--- config.mk ---
export PLATFORM = sky130hd
export DESIGN_NAME = sevensegment_scanner
export DESIGN_NICKNAME = d
export VERILOG_FILES = /design/src/rtl/sevseg_pkg.sv /design/src/rtl/sevensegmentdecoder.sv /design/src/rtl/sevensegment_scanner.sv
export SDC_FILE = /design/constraint.sdc
export NUM_CORES = 1
export LEC_CHECK = 0
export ABC_AREA = 0
export BUFFER_PORTS_ARGS = -buffer_cell sky130_fd_sc_hd__buf_2
export CAP_MARGIN = 20
export CORE_ASPECT_RATIO = 1.25
export CORE_UTILIZATION = 60
export CTS_CLUSTER_SIZE = 14
export DETAILED_ROUTE_END_ITERATION = 10
export PLACE_DENSITY = 0.82
export SYNTH_ARGS = -nofsm -noshare
export SYNTH_HDL_FRONTEND = slang
export SYNTH_SLANG_ARGS = --single-unit
--- constraint.sdc ---
create_clock -name clk -period 3.23 [get_ports clk]
set_input_delay 0.1615 -clock clk [delete_from_list [all_inputs] [get_ports clk]]
set_output_delay 0.1615 -clock clk [all_outputs]
set_load 0.02 [all_outputs]
--- src/rtl/sevseg_pkg.sv ---
// -----------------------------------------------------------------------------
// sevseg_pkg
// Shared definitions for the seven-segment scanner and its decoder:
//   - segment bit positions on the 8-bit segment bus (dp, g..a)
//   - the all-dark segment pattern
//   - one-hot digit-select helper
// -----------------------------------------------------------------------------
package sevseg_pkg;

    localparam int unsigned MAX_DIGITS = 8;

    // Segment bus bit positions (active-high, common-cathode)
    localparam int unsigned SEG_DP = 7;
    localparam int unsigned SEG_G  = 6;
    localparam int unsigned SEG_F  = 5;
    localparam int unsigned SEG_E  = 4;
    localparam int unsigned SEG_D  = 3;
    localparam int unsigned SEG_C  = 2;
    localparam int unsigned SEG_B  = 1;
    localparam int unsigned SEG_A  = 0;

    localparam logic [7:0] SEG_BLANK = 8'h00;

    // One-hot digit select for a digit index (widest supported bank)
    function automatic logic [MAX_DIGITS-1:0] onehot_idx(input logic [2:0] idx);
        onehot_idx = 8'b0000_0001 << idx;
    endfunction

endpackage

--- src/rtl/sevensegmentdecoder.sv ---
// -----------------------------------------------------------------------------
// sevensegmentdecoder
// Hex nibble to seven-segment glyph (gfedcba, active-high).
// Ports:
//   hex  in  4  nibble to display
//   seg  out 7  segment pattern, bit 6 = g ... bit 0 = a
// -----------------------------------------------------------------------------
module sevensegmentdecoder (
    input  logic [3:0] hex,
    output logic [6:0] seg
);

    // Glyph lookup for 0-9, A, b, C, d, E, F
    always_comb begin
        seg = 7'h00;
        case (hex)
            4'h0:    seg = 7'h3F;
            4'h1:    seg = 7'h06;
            4'h2:    seg = 7'h5B;
            4'h3:    seg = 7'h4F;
            4'h4:    seg = 7'h66;
            4'h5:    seg = 7'h6D;
            4'h6:    seg = 7'h7D;
            4'h7:    seg = 7'h07;
            4'h8:    seg = 7'h7F;
            4'h9:    seg = 7'h6F;
            4'hA:    seg = 7'h77;
            4'hB:    seg = 7'h7C;
            4'hC:    seg = 7'h39;
            4'hD:    seg = 7'h5E;
            4'hE:    seg = 7'h79;
            4'hF:    seg = 7'h71;
            default: seg = 7'h00;
        endcase
    end

endmodule

--- src/rtl/sevensegment_scanner.sv ---
// -----------------------------------------------------------------------------
// sevensegment_scanner
// Time-multiplexed driver for DIGITS common-cathode seven-segment digits on a
// shared segment bus. A loaded value waits in a pending buffer and is moved to
// the display register only when the scan wraps back to digit 0, so a frame is
// never shown half-old / half-new. Each digit slot lasts PRESCALE cycles, the
// first GUARD of which keep every digit dark to avoid ghosting.
//
// Optional build macro:
//   SEVSEG_BLANK_EN  leading-zero blanking (digit 0 never blanked, dp kept)
//
// Ports:
//   clk          in   1          rising-edge clock
//   rst_n        in   1          synchronous active-low reset
//   enable       in   1          scan enable; low holds the scan, display dark
//   load         in   1          strobe capturing value/dp into pending buffer
//   value        in   4*DIGITS   packed hex digits, digit 0 in [3:0]
//   dp           in   DIGITS     decimal point per digit
//   segments     out  8          {dp, g..a}, active-high
//   digit_en     out  DIGITS     one-hot active-high digit select
//   frame_start  out  1          one-cycle pulse as the scan returns to digit 0
// -----------------------------------------------------------------------------
module sevensegment_scanner
    import sevseg_pkg::*;
#(
    parameter int unsigned DIGITS   = 4,
    parameter int unsigned PRESCALE = 50000,
    parameter int unsigned GUARD    = 2
) (
    input  logic                  clk,
    input  logic                  rst_n,
    input  logic                  enable,
    input  logic                  load,
    input  logic [4*DIGITS-1:0]   value,
    input  logic [DIGITS-1:0]     dp,
    output logic [7:0]            segments,
    output logic [DIGITS-1:0]     digit_en,
    output logic                  frame_start
);

    localparam int unsigned CNT_W = (PRESCALE > 1) ? $clog2(PRESCALE) : 1;
    localparam int unsigned IDX_W = (DIGITS > 1) ? $clog2(DIGITS) : 1;

    logic [CNT_W-1:0]     cnt_q,        cnt_d;
    logic [IDX_W-1:0]     idx_q,        idx_d;
    logic [4*DIGITS-1:0]  disp_val_q,   disp_val_d;
    logic [DIGITS-1:0]    disp_dp_q,    disp_dp_d;
    logic [4*DIGITS-1:0]  pend_val_q,   pend_val_d;
    logic [DIGITS-1:0]    pend_dp_q,    pend_dp_d;
    logic                 pend_valid_q, pend_valid_d;
    logic                 frame_start_q, frame_start_d;

    logic                 tick_s;
    logic                 wrap_s;
    logic                 active_s;
    logic                 blank_s;
    logic [3:0]           nib_s;
    logic [6:0]           glyph_s;
    logic [MAX_DIGITS-1:0] onehot_s;

    // Slot tick and frame wrap detection
    always_comb begin
        tick_s = enable && (cnt_q == CNT_W'(PRESCALE - 1));
        wrap_s = tick_s && (idx_q == IDX_W'(DIGITS - 1));
    end

    // Next-state for scan position, display and pending buffers
    always_comb begin
        cnt_d         = cnt_q;
        idx_d         = idx_q;
        disp_val_d    = disp_val_q;
        disp_dp_d     = disp_dp_q;
        pend_val_d    = pend_val_q;
        pend_dp_d     = pend_dp_q;
        pend_valid_d  = pend_valid_q;
        frame_start_d = wrap_s;

        if (tick_s) begin
            cnt_d = '0;
            if (wrap_s) begin
                idx_d = '0;
            end else begin
                idx_d = idx_q + IDX_W'(1);
            end
        end else if (enable) begin
            cnt_d = cnt_q + CNT_W'(1);
        end else begin
            cnt_d = cnt_q;
        end

        // Transfer reads the old pending value, so a coincident load below
        // lands in pend for the next frame and keeps pend_valid set.
        if (wrap_s && pend_valid_q) begin
            disp_val_d   = pend_val_q;
            disp_dp_d    = pend_dp_q;
            pend_valid_d = 1'b0;
        end else begin
            disp_val_d   = disp_val_q;
            disp_dp_d    = disp_dp_q;
        end

        if (load) begin
            pend_val_d   = value;
            pend_dp_d    = dp;
            pend_valid_d = 1'b1;
        end else begin
            pend_val_d   = pend_val_q;
            pend_dp_d    = pend_dp_q;
        end
    end

    // State registers with synchronous active-low reset
    always_ff @(posedge clk) begin
        if (!rst_n) begin
            cnt_q         <= '0;
            idx_q         <= '0;
            disp_val_q    <= '0;
            disp_dp_q     <= '0;
            pend_val_q    <= '0;
            pend_dp_q     <= '0;
            pend_valid_q  <= 1'b0;
            frame_start_q <= 1'b0;
        end else begin
            cnt_q         <= cnt_d;
            idx_q         <= idx_d;
            disp_val_q    <= disp_val_d;
            disp_dp_q     <= disp_dp_d;
            pend_val_q    <= pend_val_d;
            pend_dp_q     <= pend_dp_d;
            pend_valid_q  <= pend_valid_d;
            frame_start_q <= frame_start_d;
        end
    end

    // Nibble of the digit currently being scanned
    always_comb begin
        nib_s = disp_val_q[{idx_q, 2'b00} +: 4];
    end

    sevensegmentdecoder u_dec (
        .hex (nib_s),
        .seg (glyph_s)
    );

`ifdef SEVSEG_BLANK_EN
    logic [4*DIGITS-1:0] upper_s;

    // Leading-zero detect: current and all higher nibbles zero, digit 0 exempt
    always_comb begin
        upper_s = disp_val_q >> {idx_q, 2'b00};
        if (idx_q != IDX_W'(0)) begin
            blank_s = (upper_s == '0);
        end else begin
            blank_s = 1'b0;
        end
    end
`else
    // Every digit shows its glyph, leading zeros included
    always_comb begin
        blank_s = 1'b0;
    end
`endif

    // Drive pins: enable gates the select directly so the display goes dark
    // in the same cycle enable drops; the segment bus is dark whenever no
    // digit is selected (reset, guard interval, scan disabled).
    always_comb begin
        onehot_s = onehot_idx(3'(idx_q));
        active_s = enable && (cnt_q >= CNT_W'(GUARD));
        segments = SEG_BLANK;
        digit_en = '0;
        if (active_s) begin
            digit_en               = onehot_s[DIGITS-1:0];
            segments[SEG_DP]       = disp_dp_q[idx_q];
            segments[SEG_G:SEG_A]  = blank_s ? 7'h00 : glyph_s;
        end else begin
            digit_en = '0;
            segments = SEG_BLANK;
        end
    end

    assign frame_start = frame_start_q;

endmodule

Yosys cells after proc, flatten, opt, wreduce, memory -nomap -nowiden
Memories as Yosys holds them, arrays and structs flattened.
Cells that the tools add are included.
{"block": "op_classes", "addsub": 2, "n_lt_le_gt_ge": 2, "eq_ne": 2, "shift": 2, "n_mux": 7, "n_bitwise": 1, "n_reduce_logical": 6}
{"cell": "$add A16 B1 Y16 const B", "count": 1}
{"cell": "$eq A16 B16 Y1 const B", "count": 1}
{"cell": "$ge A16 B2 Y1 const B", "count": 1}
{"cell": "$shiftx A16 B5 Y4", "count": 1}
{"cell": "$mux W8", "count": 1}
{"cell": "$logic_and A1 B1 Y1", "count": 4}
{"cell": "$mux W4", "count": 1}
{"cell": "$shl A1 B2 Y4 const A", "count": 1}
{"cell": "$lt A2 B3 Y1 const B", "count": 1}
{"cell": "$mux W1", "count": 3}
{"cell": "$add A2 B1 Y2 const B", "count": 1}
{"cell": "$bmux W1 S2", "count": 1}
{"cell": "$eq A2 B2 Y1 const B", "count": 1}
{"cell": "$mux W2", "count": 1}
{"cell": "$reduce_bool A2 Y1", "count": 1}
{"cell": "$reduce_or A2 Y1", "count": 1}
{"cell": "$not A1 Y1", "count": 1}
{"block": "word_totals", "ff_bits": 60, "romBits": 112, "input_bits": 24, "memories": 1}
{"name": "(name not given)", "depth": 16, "word_bits": 7, "read_ports": 1, "rd_ports_with_merged_regs": 0, "write_ports": 0, "line_no": "sevensegmentdecoder.sv:16", "text": "case (hex)"}

Logic depth before layout (Yosys ltp)
Gate-level depths: netlist of the first run.
{"block": "logic_depth", "depth_word": 6, "ltp_mapped": 7}

By module
Synthesis of the first run repeated with hierarchy kept, for this count alone.
{"block": "hier_totals", "hier_cells": 328, "hier_area_um2": 3226.8}
{"module": "sevensegment_scanner", "n_inst": 1, "cells_per_inst": 295, "area_each_um2": 2944.1, "seq_area_each_um2": 1201.2}
{"module": "sevensegmentdecoder", "n_inst": 1, "cells_per_inst": 33, "area_each_um2": 282.8, "seq_area_each_um2": 0.0}

Least setup slack after synthesis of the first run
No wires, ideal clock.
{"block": "synth_timing", "kind": "reg2out", "from": "reg idx_q[0]", "to": "out segments[6]", "arrival_time_ps": 2257, "required_ps": 3069, "path_slack_ps": 812, "stages_incl_launch_ff": 7, "path_buffers": 1, "cell_sequence": "dfxtp_1 -> buf_2 -> mux4_2 -> ha_1 -> nand2_1 -> o21ai_0 -> a221oi_1"}
{"block": "synth_between", "elab_chain_len": 3}
{"item": "from (decl)", "line_no": "sevensegment_scanner.sv:45", "text": "logic [IDX_W-1:0] idx_q, idx_d;"}
{"item": "from (signal assigned)", "line_no": "sevensegment_scanner.sv:125", "text": "idx_q <= idx_d;"}
{"item": "$shiftx A16 B5 Y4", "line_no": "sevensegment_scanner.sv:137", "text": "nib_s = disp_val_q[{idx_q, 2'b00} +: 4];"}
{"item": "$mem_v2 Z16 W7"}
{"item": "$mux W8", "line_no": "sevensegment_scanner.sv:172", "text": "if (active_s) begin"}
{"item": "to (decl)", "line_no": "sevensegment_scanner.sv:36", "text": "output logic [7:0] segments,"}
No other way between the ends.

Worst setup path in the final report of the first run
Same ends and word-level chain as after synthesis.

==> flow_summary.json, run 1 <==
{
  "run_status": "finished clean",
  "setup_viol": 0,
  "synth.avg_cell_area_um2": 8.94,
  "insertion_delay_ns": 0.34,
  "drive_gt1_share_pct": 18.3,
  "die_w_um": 65.5,
  "pwr_density_cell_mw_per_mm2": 495,
  "syn_nets": 373,
  "synth-seq-cells": 60,
  "yosys.area.top_type": "dfxtp_1",
  "dr_total_vias": 2628,
  "holdWs_ns": 0.0483,
  "die_area_mm2": 0.00533,
  "yosysTopAreaCellShare_pct": 39.7,
  "ant_nets": 0,
  "drt-initial-drc-count": 91,
  "ys.flop_type": "dfxtp_1",
  "p_leak_nw": 1.33,
  "dp_slack_ns": 0.905,
  "core_area_mm2": 0.00480,
  "clk_pin_slew_ns": 0.07,
  "syn_inst": 338,
  "finalNetCount": 401,
  "drt-wirelength-per-cell_um": 15.1,
  "die_h_um": 81.4,
  "yosys-top-cells-count": "dfxtp_1, nor2_1, a21oi_1",
  "yosysMostFrequentCell": "dfxtp_1",
  "vias_per_cell": 6.10,
  "hold_viol_final": 0,
  "async_flop_share_pct": 0,
  "period_share_pct": 82.8,
  "tns_ns": 0,
  "rows": 28,
  "syn_area_mm2": 0.00302,
  "critPathMaxFanout": 11,
  "post-route-min-period_ns": 2.68,
  "overflow": 0,
  "grt_pass1_wl_um": 10900,
  "maxCapViolCount": 0,
  "dp_hpwl_um": 4290,
  "drc": 0,
  "worstSetupEndpointType": "output pin",
  "cts_buffer_depth": 2,
  "slew_violations": 0,
  "utilization_pct": 72.3,
  "finalWorstSetupSlack_ns": 0.555,
  "fillerInstances": 367,
  "grt_pass1_vias": 2417,
  "antenna_found_initial": 0,
  "cts_htree_levels": 3,
  "synth_cell_types": 42,
  "clock_sinks": 60,
  "ys_seq_area_share_pct": 39.7,
  "seq_area_mm2": 0.00120,
  "crit_arrival_ns": 2.51,
  "place_congestion": 0.808,
  "dr.pass1.iters": 4,
  "grt_setup_unrepaired": "no",
  "worstSetupPathType": "register to output pin",
  "synth_edf_count": 0,
  "cts_made_buffers": 9,
  "worstPathRequired_ns": 3.07,
  "post_cts_buffers": 0,
  "max_freq_ghz": 0.374,
  "ys_warn_count": 0,
  "worst_pin_slew_ns": 0.760,
  "start_util_pct": 63.0,
  "multi_input_area_mm2": 0.00167,
  "grt_max_degree": 26,
  "diodes": 0,
  "ctsResizeCount": 0,
  "wl_um": 6520,
  "cts_root_buf": "clkbuf_8",
  "slew_headroom_pct": 49.3,
  "min_path_cells": 3,
  "hold_buffers": 0,
  "start_kind": "register",
  "hold_class": "input pin to register",
  "io_buffers": 36,
  "r2r_cells": 5,
  "grt_usage_pct": 27.1,
  "area_growth_pct": 14.8,
  "finClkSkew_ns": 0.00665,
  "ioPinCount": 37,
  "synth_area_leaders": "dfxtp_1, mux2i_1, o31ai_1, nor2_1, nand4_1",
  "peakVddDrop_mv": 0.458,
  "cts_tree": "yes"
}
==> worst max-delay path: stages, from the launching register on <==
cell,delay (ns)
dfxtp_1,0.39
buf_4,0.23
mux4_2,0.58
ha_1,0.27
nand2_1,0.11
o21ai_0,0.10
a221oi_1,0.28
buf_2,0.21
==> cells by family (layout without fill, tap and decap cells) <==
| logic type | count (synthesis) | count (layout) | synth area share, % |
|---|---|---|---|
| and+or+nand+nor | 115 | 115 | 20.2 |
| muxes | 30 | 30 | 12.0 |
| adders and majority gates | 11 | 11 | 4.55 |
| AOI/OAI and AO/OA | 71 | 71 | 14.7 |
| buffers and inverters | 38 | 71 | 5.01 |
| DFF | 60 | 60 | 39.7 |
| xor gates and xnor gates | 13 | 13 | 3.77 |
==> path summary, 6_finish.rpt <==
kind	startpoint	end	slack, ns
worst max register to register	cnt_q[1]	disp_val_q[12]	1.03
worst min-delay path	dp[3]	pend_dp_q[3]	0.05
worst min register to register	disp_val_q[8]	disp_val_q[8]	0.47
worst max-delay path	idx_q[0]	segments[6]	0.55
==> routing by layer <==
metal	vias up	global-route usage, %	wire length [µm]
met5	-	0	0
met4	0	14.1	138
met3	11	6.74	294
met2	76	45.6	3260
met1	1246	31.7	2820
li1	1295	-	-
==> stage by stage <==
step / cell area (µm²) / cells / power [W]
5_1_grt: 3470 / 431 / 0.00177
3_5_place_dp: 3220 / 415 / 0.000886
3_3_place_gp: 3220 / 415 / 0.000884
4_1_cts: 3470 / 431 / 0.00173
6_report: 3470 / 431 / 0.00172
2_1_floorplan: 3020 / 338 / 0.000850
==> cell usage in the layout, fill, tap and decap left out, drive strengths merged, types with 6 or more instances in the layout <==
cell type	count
a21oi	28
buf	42
clkbuf	12
dfxtp	60
ha	11
inv	12
mux2i	25
nand2	11
nand3	7
nand4	26
nor2	44
o21ai	11
o31ai	24
xnor2	7
xor2	6
==> cell type report <==
cell class | count | area share (%)
inverter | 13 | 1.41
clock buffer | 12 | 4.47
tap | 60 | 2.16
timing repair buffer | 42 | 6.49
multi-input combinational | 240 | 48.1
clock inverter | 4 | 2.74
sequential | 60 | 34.6
==> sequential cells by signal, indices dropped and copies added, names as in the netlist <==
register / count
cnt_q: 16
disp_dp_q: 4
disp_val_q: 16
frame_start: 1
idx_q: 2
pend_dp_q: 4
pend_val_q: 16
pend_valid_q: 1
==> where the power goes <==
group          internal, W  switching (W)   total, W
clock network     0.000554       0.000295   0.000849
registers         0.000758      0.0000132   0.000772
logic            0.0000421      0.0000562  0.0000983
total              0.00135       0.000364    0.00172
No activity file was read; power rests on OpenSTA's default activity.
==> run 2: changes to the inputs <==
--- a/config.mk
+++ b/config.mk
@@ -5,14 +5,14 @@
 export SDC_FILE = /design/constraint.sdc
 export NUM_CORES = 1
 export LEC_CHECK = 0
-export ABC_AREA = 0
+export ABC_AREA = 1
 export BUFFER_PORTS_ARGS = -buffer_cell sky130_fd_sc_hd__buf_2
 export CAP_MARGIN = 20
 export CORE_ASPECT_RATIO = 1.25
-export CORE_UTILIZATION = 60
+export CORE_UTILIZATION = 53
 export CTS_CLUSTER_SIZE = 14
 export DETAILED_ROUTE_END_ITERATION = 10
-export PLACE_DENSITY = 0.82
+export PLACE_DENSITY = 0.76
 export SYNTH_ARGS = -nofsm -noshare
 export SYNTH_HDL_FRONTEND = slang
 export SYNTH_SLANG_ARGS = --single-unit
==> constraint.sdc (replaced) <==
create_clock -name clk -period 2.2 [get_ports clk]
set_input_delay 0.11 -clock clk [delete_from_list [all_inputs] [get_ports clk]]
set_output_delay 0.11 -clock clk [all_outputs]
set_load 0.02 [all_outputs]
==> run 2 against run 1 <==
Against the previous run:
- worst setup slack got worse by 0.46 ns
- sequential cell count unchanged
- first-iteration DRC count increased by 67%
- clock skew increased by 0.00076 ns
- sequential power is 45% higher
- clock power is 20% higher
- largest power group is now registers
==> flow_summary.json, run 2 <==
{
  "run_status": "finished clean",
  "utilization_pct": 63.2,
  "start_kind": "register",
  "placedInstanceArea_mm2": 0.00340,
  "cpMostUsedCell": "nand3_1",
  "layout_commonest_cell": "nor2_1",
  "setup_viol": 0,
  "syn_nets": 519,
  "hold_class": "input pin to register",
  "grt_max_degree": 42,
  "synth-seq-cells": 60,
  "vias_per_cell": 5.16,
  "pwr_density_cell_mw_per_mm2": 627,
  "syn_area_mm2": 0.00321,
  "ys_warn_count": 0,
  "drc": 0,
  "drt-initial-drc-count": 152,
  "cp_cell_sequence": "buf_8 > inv_6 > nand2_1 > nand3_1 > nand2_2 > inv_2 > ha_2 > nand3_1 > nand3_1 > a21oi_1 > buf_4",
  "insertion_delay_ns": 0.34,
  "syn_inst": 484,
  "critPathMaxFanout": 13,
  "cp_num_buf_inv": 4,
  "slew_headroom_pct": 64.3,
  "worstSetupPathType": "register to output pin",
  "dr_total_vias": 3039,
  "start_util_pct": 55.2,
  "cts_htree_levels": 3,
  "hold_buffers": 0,
  "clock_sinks": 60,
  "slowest_stage": "dfxtp_4",
  "postLayoutCellArea_mm2": 0.00368,
  "critPathTopFamily": "simple AND/OR/NAND/NOR gates",
  "yosysTopAreaCellShare_pct": 37.4,
  "synth_cell_types": 29,
  "slew_violations": 0,
  "yosysMostFrequentCell": "nor2_1",
  "cts_root_buf": "clkbuf_8",
  "maxCapViolCount": 0,
  "worstPathRequired_ns": 2.09,
  "diodes": 0,
  "synth_area_leaders": "dfxtp_1, nor2_1, nand2_1, inv_1, a21oi_1",
  "yosys.area.top_type": "dfxtp_1",
  "yosys-top-cells-count": "nor2_1, nand2_1, dfxtp_1",
  "async_flop_share_pct": 0,
  "dr.pass1.iters": 4,
  "final_cell_mix": "nor2_1, nand2_1, dfxtp_1, inv_1, buf_2",
  "die_h_um": 89.1,
  "drt-wirelength-per-cell_um": 12.2,
  "cts_tree": "yes",
  "ioPinCount": 37,
  "ant_nets": 0,
  "finalNetCount": 553,
  "place_congestion": 0.889,
  "ys.flop_type": "dfxtp_1",
  "overflow": 0,
  "post-route-min-period_ns": 2.10,
  "drive_gt1_share_pct": 17.6,
  "hold_viol_final": 0,
  "area_growth_pct": 14.4,
  "grt_pass1_wl_um": 11900,
  "finClkSkew_ns": 0.00741,
  "p_leak_nw": 1.63,
  "holdWs_ns": 0.0373,
  "ys_seq_area_share_pct": 37.4,
  "synth.avg_cell_area_um2": 6.64,
  "cts_buffer_depth": 2,
  "wl_um": 7160,
  "reg.largest.list": "cnt_q: 16 flops, disp_val_q: 16 flops, pend_val_q: 16 flops",
  "die_area_mm2": 0.00638,
  "dp_hpwl_um": 5270,
  "rows": 31,
  "cts_made_buffers": 9,
  "antenna_found_initial": 0,
  "cpPeakStageDelay_ns": 0.38,
  "max_freq_ghz": 0.475,
  "period_share_pct": 95.7,
  "synth_edf_count": 0,
  "io_buffers": 36,
  "worstSetupEndpointType": "output pin",
  "worst_pin_slew_ns": 0.535,
  "crit_arrival_ns": 1.99,
  "grt_setup_unrepaired": "yes",
  "grt_pass1_vias": 2743,
  "grt_usage_pct": 24.1,
  "die_w_um": 71.6,
  "clk_pin_slew_ns": 0.07,
  "core_area_mm2": 0.00582,
  "peakVddDrop_mv": 0.512
}
==> run 2: what timing repair did <==
item | CTS | global route
setup buffers | 0 | 2
hold endpoints to repair | 0 | 0
pin swaps | 0 | 2
gates resized for setup | 6 | 15
setup endpoints to repair | 7 | 12
==> run 2: final timing paths <==
kind | start | end | depth (start not counted) | slack [ns]
setup / recovery | idx_q[0] | segments[5] | 11 | 0.1
hold / removal | dp[1] | pend_dp_q[1] | 3 | 0.04
setup reg to reg | cnt_q[0] | disp_val_q[10] | 8 | 0.39
hold reg to reg | pend_val_q[15] | pend_val_q[15] | 2 | 0.46
==> run 2: power breakdown <==
part / internal [W] / leakage [nW] / switching, W
logic: 0.0000601 / 1.03 / 0.000106
clock network: 0.000581 / 0.102 / 0.000434
registers: 0.00111 / 0.491 / 0.0000110
total: 0.00175 / 1.63 / 0.000552
==> run 2: worst min-delay path, cell delays in order <==
cell     delay [ns]
buf_2          0.07
o21ai_0        0.07
a21oi_1        0.10
==> run 2: final cells by class <==
| type | count | area [µm²] |
|---|---|---|
| clock inverter | 4 | 47.5 |
| sequential | 60 | 1210 |
| timing repair buffer | 44 | 255 |
| multi-input combinational | 340 | 1680 |
| tap | 66 | 82.6 |
| clock buffer | 12 | 155 |
| fill | 542 | 2140 |
| inverter | 63 | 245 |
==> run 2: kinds of logic (layout without fill, tap and decap cells) <==
kind of cell    count (synthesis)  after routing  synth area share (%)
xor+xnor                        5              5                  1.36
flops                          60             60                  37.4
fa+ha+maj                      11             11                  4.28
simple gates                  255            255                  35.0
buf+inv                        84            123                  11.1
compound gates                 69             69                  10.9
==> run 2: metal layers <==
layer	wire length [µm]	vias to the layer above	GRT usage, %
li1	-	1603	-
met1	3230	1380	27.2
met2	3570	37	42.6
met3	172	19	5.52
met4	193	0	12.1
met5	0	-	0
==> run 2: metrics by stage <==
step                setup slack (ns)  std cells  setup TNS [ns]  total power (W)
detailed placement             0.220        571               0          0.00131
global placement               0.312        571               0          0.00131
global route                 -0.0136        589         -0.0136          0.00240
floorplan                      0.357        484               0          0.00126
CTS                          0.00352        587               0          0.00232
finish                        0.0953        589               0          0.00231
